### config.mk
export PLATFORM = sky130hd
export DESIGN_NAME = link_bringup_ctrl_flat
export DESIGN_NICKNAME = d
export VERILOG_FILES = /design/src/rtl/link_bringup_ctrl_if.sv /design/src/rtl/link_bringup_ctrl.sv /design/src/flat_wrapper.sv
export SDC_FILE = /design/constraint.sdc
export NUM_CORES = 1
export LEC_CHECK = 0
export CAP_MARGIN = 10
export CORE_MARGIN = 5
export CORE_UTILIZATION = 45
export CTS_CLUSTER_SIZE = 16
export DETAILED_ROUTE_END_ITERATION = 6
export GPL_TIMING_DRIVEN = 0
export PLACE_DENSITY = 0.66
export SLEW_MARGIN = 20
export SYNTH_ARGS = -nofsm -noshare
export SYNTH_HDL_FRONTEND = slang
export SYNTH_SLANG_ARGS = --single-unit
export TNS_END_PERCENT = 5
### constraint.sdc
create_clock -name clk -period 16.11 [get_ports clk]
set_clock_uncertainty 0.15 [all_clocks]
set_input_delay 4.833 -clock clk [delete_from_list [all_inputs] [get_ports clk]]
set_output_delay 4.833 -clock clk [all_outputs]
set_load 0.1 [all_outputs]
### src/rtl/link_bringup_ctrl_if.sv
// GT receive-path link signals shared by the bring-up controller
// (master) and the GT/deframer wrapper (slave).
interface link_bringup_ctrl_if;
    logic bit_locked;
    logic frame_locked;
    logic frame_valid;
    logic crc_err;
    logic gt_rx_reset;
    logic deframer_resync;

    modport master (
        input  bit_locked,
        input  frame_locked,
        input  frame_valid,
        input  crc_err,
        output gt_rx_reset,
        output deframer_resync
    );

    modport slave (
        output bit_locked,
        output frame_locked,
        output frame_valid,
        output crc_err,
        input  gt_rx_reset,
        input  deframer_resync
    );
endinterface

### src/rtl/link_bringup_ctrl.sv
// Link bring-up sequencer for the Stage1 FEC/GTH loopback RX path:
// GT reset, bit/frame lock, PRBS/CRC qualification, bounded retries.
module link_bringup_ctrl #(
    parameter int CNT_W         = 32,
    parameter int RESET_PULSE   = 16,
    parameter int BIT_LOCK_TO   = 200000,
    parameter int FRAME_LOCK_TO = 60000,
    parameter int CHECK_CYCLES  = 20000,
    parameter int MIN_FRAMES    = 100,
    parameter int MAX_CRC_ERR   = 0,
    parameter int MAX_RETRIES   = 3
) (
    input  logic                 clk,
    input  logic                 rst,
    input  logic                 enable,
    link_bringup_ctrl_if.master  gt,
    output logic                 link_up,
    output logic                 fail,
    output logic [2:0]           state,
    output logic [3:0]           retry_cnt,
    output logic [CNT_W-1:0]     setup_cycles,
    output logic [CNT_W-1:0]     win_frames,
    output logic [CNT_W-1:0]     win_errs
);

    typedef enum logic [2:0] {
        S_IDLE       = 3'd0,
        S_RESET      = 3'd1,
        S_WAIT_BIT   = 3'd2,
        S_WAIT_FRAME = 3'd3,
        S_CHECK      = 3'd4,
        S_LINK_UP    = 3'd5,
        S_FAIL       = 3'd6
    } state_t;

    localparam logic [CNT_W-1:0] ONE     = CNT_W'(1);
    localparam logic [CNT_W-1:0] RP_LAST = CNT_W'(RESET_PULSE - 1);
    localparam logic [CNT_W-1:0] BL_LAST = CNT_W'(BIT_LOCK_TO - 1);
    localparam logic [CNT_W-1:0] FL_LAST = CNT_W'(FRAME_LOCK_TO - 1);
    localparam logic [CNT_W-1:0] CK_LAST = CNT_W'(CHECK_CYCLES - 1);
    localparam logic [CNT_W-1:0] MIN_F   = CNT_W'(MIN_FRAMES);
    localparam logic [CNT_W-1:0] MAX_E   = CNT_W'(MAX_CRC_ERR);
    localparam logic [3:0]       R_MAX   = 4'(MAX_RETRIES);

    state_t           st_q, st_d;
    logic [CNT_W-1:0] tmr_q;
    logic [CNT_W-1:0] setup_cnt_q, setup_cnt_d;
    logic [CNT_W-1:0] frm_q, frm_d;
    logic [CNT_W-1:0] err_q, err_d;
    logic [3:0]       retry_d;
    logic             lat_setup;
    logic             lat_win;
    logic             do_retry;
    logic             win_pass;

    function automatic logic [CNT_W-1:0] sat_inc(
        input logic [CNT_W-1:0] v,
        input logic             en
    );
        return (en && (v != '1)) ? v + ONE : v;
    endfunction

    // Next-cycle counts include the event sampled this cycle.
    assign setup_cnt_d = sat_inc(setup_cnt_q, 1'b1);
    assign frm_d       = sat_inc(frm_q, gt.frame_valid);
    assign err_d       = sat_inc(err_q, gt.frame_valid & gt.crc_err);
    assign win_pass    = (frm_d >= MIN_F) && (err_d <= MAX_E);
    assign state       = st_q;

    always_comb begin
        st_d      = st_q;
        retry_d   = retry_cnt;
        lat_setup = 1'b0;
        lat_win   = 1'b0;
        do_retry  = 1'b0;
        if (!enable) begin
            st_d    = S_IDLE;
            retry_d = '0;
        end else begin
            unique case (st_q)
                S_IDLE: st_d = S_RESET;
                S_RESET: begin
                    if (tmr_q == RP_LAST) st_d = S_WAIT_BIT;
                end
                S_WAIT_BIT: begin
                    if (gt.bit_locked)       st_d = S_WAIT_FRAME;
                    else if (tmr_q >= BL_LAST) do_retry = 1'b1;
                end
                S_WAIT_FRAME: begin
                    if (gt.frame_locked) begin
                        st_d      = S_CHECK;
                        lat_setup = 1'b1;
                    end else if (!gt.bit_locked || tmr_q >= FL_LAST) begin
                        do_retry = 1'b1;
                    end
                end
                S_CHECK: begin
                    if (!gt.bit_locked || !gt.frame_locked) begin
                        do_retry = 1'b1;
                    end else if (tmr_q == CK_LAST) begin
                        lat_win = 1'b1;
                        if (win_pass) begin
                            st_d    = S_LINK_UP;
                            retry_d = '0;
                        end else begin
                            do_retry = 1'b1;
                        end
                    end
                end
                S_LINK_UP: begin
                    if (!gt.bit_locked)        st_d = S_RESET;
                    else if (!gt.frame_locked) st_d = S_WAIT_FRAME;
                end
                S_FAIL: st_d = S_FAIL;
                default: st_d = S_IDLE;
            endcase
            if (do_retry) begin
                if (retry_cnt == R_MAX) begin
                    st_d = S_FAIL;
                end else begin
                    st_d    = S_RESET;
                    retry_d = retry_cnt + 4'd1;
                end
            end
        end
    end

    always_ff @(posedge clk) begin
        if (rst) begin
            st_q               <= S_IDLE;
            tmr_q              <= '0;
            setup_cnt_q        <= '0;
            frm_q              <= '0;
            err_q              <= '0;
            retry_cnt          <= '0;
            link_up            <= 1'b0;
            fail               <= 1'b0;
            gt.gt_rx_reset     <= 1'b0;
            gt.deframer_resync <= 1'b0;
            setup_cycles       <= '0;
            win_frames         <= '0;
            win_errs           <= '0;
        end else begin
            st_q               <= st_d;
            tmr_q              <= (st_d != st_q) ? '0 : sat_inc(tmr_q, 1'b1);
            setup_cnt_q        <= (st_q == S_WAIT_FRAME) ? setup_cnt_d : '0;
            frm_q              <= (st_q == S_CHECK) ? frm_d : '0;
            err_q              <= (st_q == S_CHECK) ? err_d : '0;
            retry_cnt          <= retry_d;
            link_up            <= (st_d == S_LINK_UP);
            fail               <= (st_d == S_FAIL);
            gt.gt_rx_reset     <= (st_d == S_RESET);
            gt.deframer_resync <= (st_d == S_WAIT_FRAME) &&
                                  (st_q != S_WAIT_FRAME);
            if (lat_setup) setup_cycles <= setup_cnt_d;
            if (lat_win) begin
                win_frames <= frm_d;
                win_errs   <= err_d;
            end
        end
    end

endmodule

### src/flat_wrapper.sv
// flat-port wrapper written by rule: the top's interface ports become plain ports
module link_bringup_ctrl_flat 
#(
    parameter int CNT_W         = 32,
    parameter int RESET_PULSE   = 16,
    parameter int BIT_LOCK_TO   = 200000,
    parameter int FRAME_LOCK_TO = 60000,
    parameter int CHECK_CYCLES  = 20000,
    parameter int MIN_FRAMES    = 100,
    parameter int MAX_CRC_ERR   = 0,
    parameter int MAX_RETRIES   = 3
)
  (clk, rst, enable, link_up, fail, state, retry_cnt, setup_cycles, win_frames, win_errs, gt_bit_locked, gt_frame_locked, gt_frame_valid, gt_crc_err, gt_gt_rx_reset, gt_deframer_resync);
  link_bringup_ctrl_if gt_i ();
  input  logic clk;
  input  logic rst;
  input  logic enable;
  output logic link_up;
  output logic fail;
  output logic [2:0] state;
  output logic [3:0] retry_cnt;
  output logic [CNT_W-1:0] setup_cycles;
  output logic [CNT_W-1:0] win_frames;
  output logic [CNT_W-1:0] win_errs;
  input wire logic [$bits(gt_i.bit_locked)-1:0] gt_bit_locked;
  input wire logic [$bits(gt_i.frame_locked)-1:0] gt_frame_locked;
  input wire logic [$bits(gt_i.frame_valid)-1:0] gt_frame_valid;
  input wire logic [$bits(gt_i.crc_err)-1:0] gt_crc_err;
  output wire logic [$bits(gt_i.gt_rx_reset)-1:0] gt_gt_rx_reset;
  output wire logic [$bits(gt_i.deframer_resync)-1:0] gt_deframer_resync;
  assign gt_i.bit_locked = gt_bit_locked;
  assign gt_i.frame_locked = gt_frame_locked;
  assign gt_i.frame_valid = gt_frame_valid;
  assign gt_i.crc_err = gt_crc_err;
  assign gt_gt_rx_reset = gt_i.gt_rx_reset;
  assign gt_deframer_resync = gt_i.deframer_resync;
  link_bringup_ctrl #(.CNT_W(CNT_W), .RESET_PULSE(RESET_PULSE), .BIT_LOCK_TO(BIT_LOCK_TO), .FRAME_LOCK_TO(FRAME_LOCK_TO), .CHECK_CYCLES(CHECK_CYCLES), .MIN_FRAMES(MIN_FRAMES), .MAX_CRC_ERR(MAX_CRC_ERR), .MAX_RETRIES(MAX_RETRIES)) u_core (.clk(clk), .rst(rst), .enable(enable), .gt(gt_i), .link_up(link_up), .fail(fail), .state(state), .retry_cnt(retry_cnt), .setup_cycles(setup_cycles), .win_frames(win_frames), .win_errs(win_errs));
endmodule
==> reports/results.ini <==
[status]
status = complete, no violations

[global_routing]
grt_max_degree = 14
grt_antenna_before_repair = 1
grt_use_total = 0.201
grt_pass1_wl_um = 45100
first_global_vias = 8950
overflow = 0

[logic_synthesis]
synth_edf_count = 0
netlist_area_mm2 = 0.0108
synthArstFlopShare = 0
synth_fp_nets = 1276
yosysTopAreaCell = dfxtp_1
ys_ff_latch = 235
synth_cell_types = 75
yosysSeqAreaShare = 0.437
synthCells = 1264
syn_avg_cell_area_um2 = 8.51
synthFlopType = dfxtp_1
netlist_top_cells_count = nor2_1, dfxtp_1, nand2_1
ys_top_cells_by_area = dfxtp_1, nor2_1, a211oi_1, xor2_1, xnor2_1
yosys_warnings = 0
synth_top_area_frac = 0.437
yosysMostFrequentCell = nor2_1

[route]
final_antenna_net_count = 0
vias = 9446
wl_per_cell_um = 15.8
routed_wirelength_um = 27500
via_per_inst = 5.43
drt_iter0_markers = 402
drt_first_pass_iters = 5
drc = 0

[setup_path]
cp-start-kind = primary input
startpoint = gt_frame_valid
critPathMaxFanout = 10
worstSetupEndpointType = flop
r2r_cells = 13
crit_arrival_ns = 9.60
crit_required_ns = 16.40
r2r_slack_ns = 11.23
reg2reg_to = u_core.tmr_q[17]
r2r-start = u_core.err_q[11]
criticalPathCategory = primary input to flop

[clock_network]
cts_max_level = 1
cts_tree = done
cts-buffers-inserted = 25
cts-root-buf = clkbuf_16
cts_hold_buf = 0
clkTransAtPathRegs_ns = 0.06
cts_resized = 0
cts_setup_buffers = 0
clk_latency_ns = 0.52
clockBufferDepth = 3
clkSinkCount = 235

[final_layout]
fin_util = 0.557
drive_above_1_share = 0.0775
syn2layout_area_growth_pct = 21.8
nets = 1416

[power]
p_leak_nw = 4.12
ir_drop_mv = 0.0606
power.density_mw_per_mm2 = 91.4

[die]
io_pins = 114
row_count = 56
die_h_um = 165
die_x_um = 165
initial_core_util = 0.457
core-area_mm2 = 0.0235
dieArea_mm2 = 0.0271

[worst_hold_path]
holdPathStages = 2
worstHoldPathType = flop to flop
min_to = u_core.setup_cycles[20]
worstHoldStart = u_core.setup_cycles[20]

[timing]
fmax_mhz = 107
rsz0062_at_grt = false
timing.final.crit_share = 0.578
finalSetupTns_ns = 0
tightest_slew_ns = 1.07
slew_violations = 0
hold_viol_final = 0
relSlewSlack = 0.285
setup_viol = 0
period_needed_ns = 9.31

[placement]
gp_congestion = 0.908
port_buffers = 113
dpl.hpwl_um = 20600

[flow_run]
drv_cap = 0

-- per-layer routing --
metal	up-vias	global-route usage	routed length, µm
li1	4747	-	-
met1	4436	0.274	12800
met2	222	0.327	12400
met3	41	0.0392	1660
met4	0	0.0529	695
met5	-	0	0
-- cell usage in the layout, fill, tap and decap left out, types with 9 or more instances in the layout --
cell type	count
a211oi_1	82
a21oi_1	30
a31oi_1	10
and3_1	21
and4_1	9
clkbuf_1	61
clkbuf_16	25
clkdlybuf4s50_1	113
dfxtp_1	235
inv_1	23
nand2_1	89
nand3_1	62
nand4_1	45
nor2_1	259
nor3_1	34
nor3_2	33
nor4_1	17
o21ai_0	11
or3_1	9
xnor2_1	51
xor2_1	62
-- through the flow --
stage / worst slack (ns) / cells / area (µm²) / hold slack [ns] / power, mW
after floorplan: 7.61 / 1264 / 10800 / 0.338 / 0.637
after global placement: 6.30 / 1696 / 12300 / 0.294 / 0.651
after detailed placement: 6.26 / 1696 / 12300 / 0.298 / 0.651
after CTS: 6.80 / 1738 / 13100 / 0.304 / 1.21
after global routing: 6.45 / 1739 / 13100 / 0.336 / 1.24
final: 6.80 / 1739 / 13100 / 0.303 / 1.20
-- state kept, by name (all words and copies together), names as in the netlist, 4 cells and up --
signal and cells:
u_core.tmr_q 32, u_core.setup_cycles 32, u_core.frm_q 32, u_core.err_q 32, u_core.win_frames 32, u_core.retry_cnt 4
u_core.win_errs 32, u_core.setup_cnt_q 32
-- power breakdown --
group | leakage (nW) | switching (mW) | total (mW) | internal [mW]
combinational | 1.83 | 0.0396 | 0.0535 | 0.0139
sequential | 1.89 | 0.00167 | 0.585 | 0.583
clock | 0.399 | 0.225 | 0.560 | 0.335
total | 4.12 | 0.266 | 1.20 | 0.932
-- worst max path at each step --
stage	end	depth (start not counted)	slack, ns
final	u_core.tmr_q[17]	15	6.80
after global routing	u_core.tmr_q[12]	15	6.45
after CTS	u_core.tmr_q[12]	15	6.80
after detailed placement	u_core.tmr_q[8]	15	6.26
after global placement	u_core.tmr_q[14]	15	6.30
after floorplan	u_core.tmr_q[28]	14	7.61
-- kinds of logic (layout without fill, tap and decap cells) --
| family | after synthesis | count (layout) | synth area share |
|---|---|---|---|
| xor gates and xnor gates | 113 | 113 | 0.0920 |
| DFF | 235 | 235 | 0.437 |
| muxes | 12 | 12 | 0.0116 |
| buffers and inverters | 94 | 249 | 0.0359 |
| AOI/OAI and AO/OA | 178 | 178 | 0.123 |
| and+or+nand+nor | 627 | 627 | 0.294 |
| adders and majority gates | 5 | 5 | 0.00581 |
| other | 0 | 1 | 0 |
-- cell type report --
| cell class | instances | area (µm²) |
|---|---|---|
| Timing Repair Buffer | 113 | 1130 |
| Tap cell | 319 | 399 |
| Antenna cell | 1 | 2.50 |
| Clock buffer | 36 | 747 |
| Multi-Input combinational cell | 935 | 5680 |
| Inverter | 23 | 86.3 |
| Clock inverter | 6 | 57.6 |
| Fill cell | 2249 | 10400 |
| Buffer | 71 | 300 |
| Sequential cell | 235 | 4700 |
-- worst max-delay path, stage by stage --
cell and delay, ns:
clkdlybuf4s50_1 0.52, buf_2 0.28, and2_0 0.34, nand2_1 0.15, a211oi_2 0.49, nand3_1 0.28, nor4b_1 0.34, a211oi_1 0.08
or3_1 0.45, a2111o_2 0.51, a31oi_1 0.28, xor2_1 0.11, a2111o_1 0.54, buf_6 0.21, nor3_2 0.17
Power figures use the tool's default switching activity.
